[config.mk]
export PLATFORM = sky130hd
export DESIGN_NAME = t08_cpu_sequencer
export DESIGN_NICKNAME = d
export VERILOG_FILES = /design/src/rtl/t08_seq_pkg.sv /design/src/rtl/t08_cpu_sequencer_timeout.sv /design/src/rtl/t08_cpu_sequencer.sv
export SDC_FILE = /design/constraint.sdc
export NUM_CORES = 1
export LEC_CHECK = 0
export CORE_MARGIN = 3
export CORE_UTILIZATION = 42
export CTS_CLUSTER_DIAMETER = 60
export DETAILED_ROUTE_END_ITERATION = 6
export PLACE_DENSITY = 0.84
export SLEW_MARGIN = 25
export SYNTH_ARGS = -nofsm -noshare
export SYNTH_HDL_FRONTEND = slang
export SYNTH_SLANG_ARGS = --single-unit
[constraint.sdc]
create_clock -name clk_i -period 2.3 [get_ports clk_i]
set_input_delay 0.23 -clock clk_i [delete_from_list [all_inputs] [get_ports clk_i]]
set_output_delay 0.23 -clock clk_i [all_outputs]
set_load 0.05 [all_outputs]
[src/rtl/t08_seq_pkg.sv]
// t08_seq_pkg: shared types and constants for the t08 multi-cycle sequencer.
//   state_t : sequencer state encoding (also exported on the debug state port)
//   err_t   : sticky error code reported on err_o
//   NOP_INSTR : instruction word presented to the control unit after reset
package t08_seq_pkg;

  typedef enum logic [2:0] {
    RST_WAIT = 3'd0,
    IDLE     = 3'd1,
    FETCH    = 3'd2,
    DECODE   = 3'd3,
    EXEC     = 3'd4,
    MEM      = 3'd5,
    WB       = 3'd6,
    HALT     = 3'd7
  } state_t;

  typedef enum logic [1:0] {
    ERR_NONE     = 2'd0,
    ERR_FETCH_TO = 2'd1,
    ERR_DATA_TO  = 2'd2,
    ERR_DECODE   = 2'd3
  } err_t;

  localparam logic [31:0] NOP_INSTR = 32'h0000_0013;  // addi x0, x0, 0

  // True in the states that own the memory-handler port.
  function automatic logic is_mem_state(state_t s);
    return (s == FETCH) || (s == MEM);
  endfunction

endpackage

[src/rtl/t08_cpu_sequencer_timeout.sv]
// t08_seq_timeout: watchdog counter for memory waits.
//   clk_i, rst_i : clock, async active-high reset
//   clr_i        : force count to zero (has priority over en_i)
//   en_i         : count one waiting cycle
//   expired_o    : count has reached MAX-1, i.e. this is the MAX-th waiting cycle
//   cnt_o        : current count, for debug
module t08_seq_timeout #(
  parameter int MAX = 255,
  localparam int W  = (MAX > 1) ? $clog2(MAX) : 1
) (
  input  logic         clk_i,
  input  logic         rst_i,
  input  logic         clr_i,
  input  logic         en_i,
  output logic         expired_o,
  output logic [W-1:0] cnt_o
);

  localparam logic [W-1:0] LAST = W'(MAX - 1);

  logic [W-1:0] cnt_q, cnt_d;

  always_comb begin
    cnt_d = cnt_q;
    if (clr_i)                    cnt_d = '0;
    else if (en_i && cnt_q != LAST) cnt_d = cnt_q + 1'b1;
  end

  always_ff @(posedge clk_i or posedge rst_i) begin
    if (rst_i) cnt_q <= '0;
    else       cnt_q <= cnt_d;
  end

  // Count starts at 0 on the first waiting cycle, so LAST marks the MAX-th one.
  assign expired_o = (cnt_q == LAST);
  assign cnt_o     = cnt_q;

endmodule

[src/rtl/t08_cpu_sequencer.sv]
// t08_cpu_sequencer: FETCH/DECODE/EXEC/MEM/WB sequencer for the t08 core.
//   clk_i, rst_i        : clock, async active-high reset
//   run_i               : allow a new fetch at the instruction boundary
//   mem_req_o/_fetch_o/_we_o, mem_done_i : shared memory-handler port
//   instr_in_i, instr_q_o : fetched word in, latched instruction out
//   dec_*_i, branch_taken_i : decoded strobes from the control unit / ALU
//   rf_we_o, pc_en_o, pc_load_o : one-cycle writeback and PC-update pulses
//   halted_o, err_o, state_o    : sticky halt, error code, debug state
module t08_cpu_sequencer
  import t08_seq_pkg::*;
#(
  parameter int RESET_STALL = 2,    // must be >= 1
  parameter int MEM_TIMEOUT = 255
) (
  input  logic        clk_i,
  input  logic        rst_i,
  input  logic        run_i,
  output logic        mem_req_o,
  output logic        mem_fetch_o,
  output logic        mem_we_o,
  input  logic        mem_done_i,
  input  logic [31:0] instr_in_i,
  output logic [31:0] instr_q_o,
  input  logic        dec_read_i,
  input  logic        dec_write_i,
  input  logic        dec_en_write_i,
  input  logic        dec_jump_i,
  input  logic        dec_branch_i,
  input  logic        dec_illegal_i,
  input  logic        branch_taken_i,
  output logic        rf_we_o,
  output logic        pc_en_o,
  output logic        pc_load_o,
  output logic        halted_o,
  output logic [1:0]  err_o,
  output logic [2:0]  state_o
);

  localparam int SW = (RESET_STALL > 1) ? $clog2(RESET_STALL) : 1;
  localparam logic [SW-1:0] STALL_LAST = SW'(RESET_STALL - 1);
  localparam int TW = (MEM_TIMEOUT > 1) ? $clog2(MEM_TIMEOUT) : 1;

  state_t        state_q, state_d;
  err_t          err_q, err_d;
  logic          halted_q, halted_d;
  logic [31:0]   instr_q, instr_d;
  logic [SW-1:0] stall_q, stall_d;

  logic          to_clr, to_en, to_expired;
  logic [TW-1:0] to_cnt;

  t08_seq_timeout #(.MAX(MEM_TIMEOUT)) u_timeout (
    .clk_i     (clk_i),
    .rst_i     (rst_i),
    .clr_i     (to_clr),
    .en_i      (to_en),
    .expired_o (to_expired),
    .cnt_o     (to_cnt)
  );

  always_comb begin
    state_d     = state_q;
    err_d       = err_q;
    halted_d    = halted_q;
    instr_d     = instr_q;
    stall_d     = stall_q;
    // Counter is held at zero outside FETCH/MEM, so every entry starts from 0.
    to_clr      = !is_mem_state(state_q);
    to_en       = 1'b0;
    mem_req_o   = 1'b0;
    mem_fetch_o = 1'b0;
    mem_we_o    = 1'b0;
    rf_we_o     = 1'b0;
    pc_en_o     = 1'b0;
    pc_load_o   = 1'b0;

    case (state_q)
      RST_WAIT: begin
        if (stall_q == STALL_LAST) begin
          stall_d = '0;
          state_d = run_i ? FETCH : IDLE;
        end else begin
          stall_d = stall_q + 1'b1;
        end
      end
      IDLE: if (run_i) state_d = FETCH;
      FETCH: begin
        mem_req_o   = 1'b1;
        mem_fetch_o = 1'b1;
        // mem_done in the expiry cycle takes priority over the timeout.
        if (mem_done_i) begin
          instr_d = instr_in_i;
          state_d = DECODE;
        end else if (to_expired) begin
          state_d = HALT;
          err_d   = ERR_FETCH_TO;
        end else begin
          to_en = 1'b1;
        end
      end
      DECODE: begin
        if (dec_illegal_i || (dec_read_i && dec_write_i)) begin
          state_d = HALT;
          err_d   = ERR_DECODE;
        end else begin
          state_d = EXEC;
        end
      end
      EXEC: state_d = (dec_read_i || dec_write_i) ? MEM : WB;
      MEM: begin
        mem_req_o = 1'b1;
        mem_we_o  = dec_write_i;
        if (mem_done_i) begin
          state_d = WB;
        end else if (to_expired) begin
          state_d = HALT;
          err_d   = ERR_DATA_TO;
        end else begin
          to_en = 1'b1;
        end
      end
      WB: begin
        rf_we_o   = dec_en_write_i;
        pc_en_o   = 1'b1;
        pc_load_o = dec_jump_i || (dec_branch_i && branch_taken_i);
        state_d   = run_i ? FETCH : IDLE;
      end
      HALT:    state_d = HALT;
      default: state_d = HALT;
    endcase

    if (state_d == HALT) halted_d = 1'b1;
  end

  always_ff @(posedge clk_i or posedge rst_i) begin
    if (rst_i) begin
      state_q  <= RST_WAIT;
      err_q    <= ERR_NONE;
      halted_q <= 1'b0;
      instr_q  <= NOP_INSTR;
      stall_q  <= '0;
    end else begin
      state_q  <= state_d;
      err_q    <= err_d;
      halted_q <= halted_d;
      instr_q  <= instr_d;
      stall_q  <= stall_d;
    end
  end

  assign instr_q_o = instr_q;
  assign halted_o  = halted_q;
  assign err_o     = err_q;
  assign state_o   = state_q;

endmodule
==> out/results.ini <==
[sta]
final-hold-violation-count=0
drv_slew=0
fin_worst_skew_ns=0.01119
period_minus_slack_ns=2.134
max-slew-margin-rel=0.4989
tns_ns=0
period_share=0.9279
max_freq_mhz=468.5
setup_viol=0
layout_setup_ws_ns=0.1657
worstMarginPinSlew_ns=0.7470
rsz0062_at_grt=no

[logic_synthesis]
yosysUniqueCellTypes=41
synthArstFlopShare=1.000
netlist.area_leader.share=0.5254
syn_area_per_cell_um2=12.55
synth_edf_count=0
ys_top_cells_by_count=dfrtp_1, mux2_2, nor2_1
yosysTopAreaCell=dfrtp_1
synth.ff_latch_count=47
synth_area_leaders=dfrtp_1, mux2_2, dfstp_2
synthCells=167
yosysWarnings=0
synth-main-ff-cell=dfrtp_1
synth_fp_nets=212
mappedNetlistArea_mm2=0.002096
ys_seq_area_frac=0.5630
synth_most_common_cell=dfrtp_1

[clock_tree]
cts_max_level=2
clk_pin_slew_worst_paths_ns=0.08
clockBufferDepth=2
cts.sinks=47
cts_buffers=5
tritoncts=done
cts_hold_buf=0
clk_latency_ns=0.29
postCtsSetupRepairBufs=0
cts-resized-gates=0
cts_root_buffer=clkbuf_8

[die]
dieArea_mm2=0.005874
die_y_um=76.64
fp.coreArea_mm2=0.004786
initial_utilization=0.4379
io_pins=87
fp-row-count=25
die_w_um=76.64

[worst_setup_path]
cp-start-kind=register
crit_family=buffers and inverters
reg2reg_to=halted_o$_DFFE_PP0N_
critPathKind=reg2out
worst-path-buf-inv=1
worstPathMaxFanout=12
required_ns=2.07
arrival_ns=1.90
r2r-start=state_o[1]$_DFF_PP0_
crit_chain=and3b_2, clkdlybuf4s50_1
slowest_stage=clkdlybuf4s50_1
endpoint_kind=output pin
slowest_delay_ns=0.80
reg2reg_depth=5
reg2reg_slack_ns=0.25

[finish]
ff_latch_area_mm2=0.001180
antenna_cells=0
multi_input_area_um2=852.1
final_cells=326
final_layout_size_suffix_gt1_frac=0.2432
nFillCells=381
syn_to_final_growth_pct=49.61
nNetsFinal=303

[detailed_routing]
drc=0
drt-total-wl_mm=4.492
ant_nets=0
wl_per_cell_um=13.78
num_vias=1580
drt_iter0_drc=54
via_per_inst=4.847
drtPass1Iterations=4

[power]
combPwrFrac=0.609
p_int_mw=2.553
switchingPower_mw=2.337
seqPwrFrac=0.294
p_leak_nw=1.323
p_sw_frac=0.4779
ir_worst_vdd_v=0.0008768
clkPwrFrac=0.096
power_density_mw_per_mm2=1560

[global_route]
overflow=0
antenna_found_initial=0
grt_pass1_wl_mm=7.741
track_usage=0.1618
grt_pass1_vias=1620
grt_max_degree=33

[placed_design]
port_buffers=86
gp_congestion=0.8625
dp_hpwl_mm=3.457
dpl.cell_count=318
place_worst_setup_slack_ns=0.3064

[job]
max_cap_violations=0

[min_path]
hold_class=in2async

[status]
status=complete, no violations

==> power by group through the flow <==
stage          Combinational [mW]  Clock (mW)  Sequential (mW)
2_1_floorplan               0.869           0             2.59
3_3_place_gp                 2.97           0             1.42
3_5_place_dp                 3.00           0             1.46
4_1_cts                      3.01       0.492             1.44
5_1_grt                      3.12       0.534             1.50
6_report                     2.98       0.472             1.44
==> cells in the final DEF (no fill, tap or decap), drive strengths merged <==
master,instances
nor3,3
clkbuf,6
or2,1
a221oi,1
and2b,3
nand2,6
or3,1
inv,7
o21ai,6
o21a,2
a21o,1
xnor2,2
xor2,5
dfrtp,44
clkinv,3
and3b,1
nor2b,1
nand4,3
or4,1
ha,2
o2111ai,1
o211ai,1
nand2b,1
and3,4
mux2,33
mux2i,2
and2,1
a31o,1
clkdlybuf4s50,81
buf,9
nor2,13
dfstp,3
a21boi,3
a21oi,4
a221o,1
nand3,2
==> worst max-delay path by stage <==
stage                          from              endpoint  cells after the start
6_report       state_o[1]$_DFF_PP0_               pc_en_o                      2
5_1_grt        state_o[1]$_DFF_PP0_               pc_en_o                      2
4_1_cts        state_o[1]$_DFF_PP0_               pc_en_o                      2
3_5_place_dp   state_o[1]$_DFF_PP0_  halted_o$_DFFE_PP0N_                      5
3_3_place_gp   state_o[1]$_DFF_PP0_  halted_o$_DFFE_PP0N_                      5
2_1_floorplan  state_o[0]$_DFF_PP0_             pc_load_o                      3
==> kinds of logic (layout without fill, tap and decap cells) <==
group           Yosys count  after routing  share of synthesized area
compound gates           21             21                    0.07224
xor+xnor                  7              7                    0.02925
fa+ha+maj                 2              2                    0.01194
buf+inv                  14            106                    0.03164
flops                    47             47                     0.5630
mux                      35             35                     0.1869
simple gates             41             41                     0.1051
==> sequential cells by signal (all words and copies together), names as in the netlist <==
register         flops
halted_o             1
instr_q_o           32
err_o                2
state_o              3
u_timeout.cnt_o      8
stall_q              1
==> per-layer routing <==
layer	vias up	track usage	wire length [um]
li1	761	-	-
met1	759	0.2003	1852
met2	55	0.2777	2288
met3	5	0.04846	320
met4	0	0.03804	30
met5	-	0	0
==> metrics by stage <==
| step | power [mW] | hold WS [ns] | instance area (um^2) | util |
|---|---|---|---|---|
| after CTS | 4.941 | 0.3046 | 3136 | 0.6552 |
| after global routing | 5.152 | 0.3395 | 3136 | 0.6552 |
| after global placement | 4.391 | 0.4511 | 3049 | 0.6371 |
| after detailed placement | 4.458 | 0.4672 | 3049 | 0.6371 |
| final | 4.891 | 0.2922 | 3136 | 0.6552 |
| after floorplan | 3.457 | 0.3817 | 2096 | - |
==> cell type report <==
cell class                      count  share of cell area
Tap cell                           67             0.02674
Clock inverter                      2            0.004389
Clock buffer                        6             0.02314
Timing Repair Buffer               90              0.2881
Inverter                            8            0.009577
Multi-Input combinational cell    106              0.2717
Sequential cell                    47              0.3763
(Power assumes the default switching activity.)
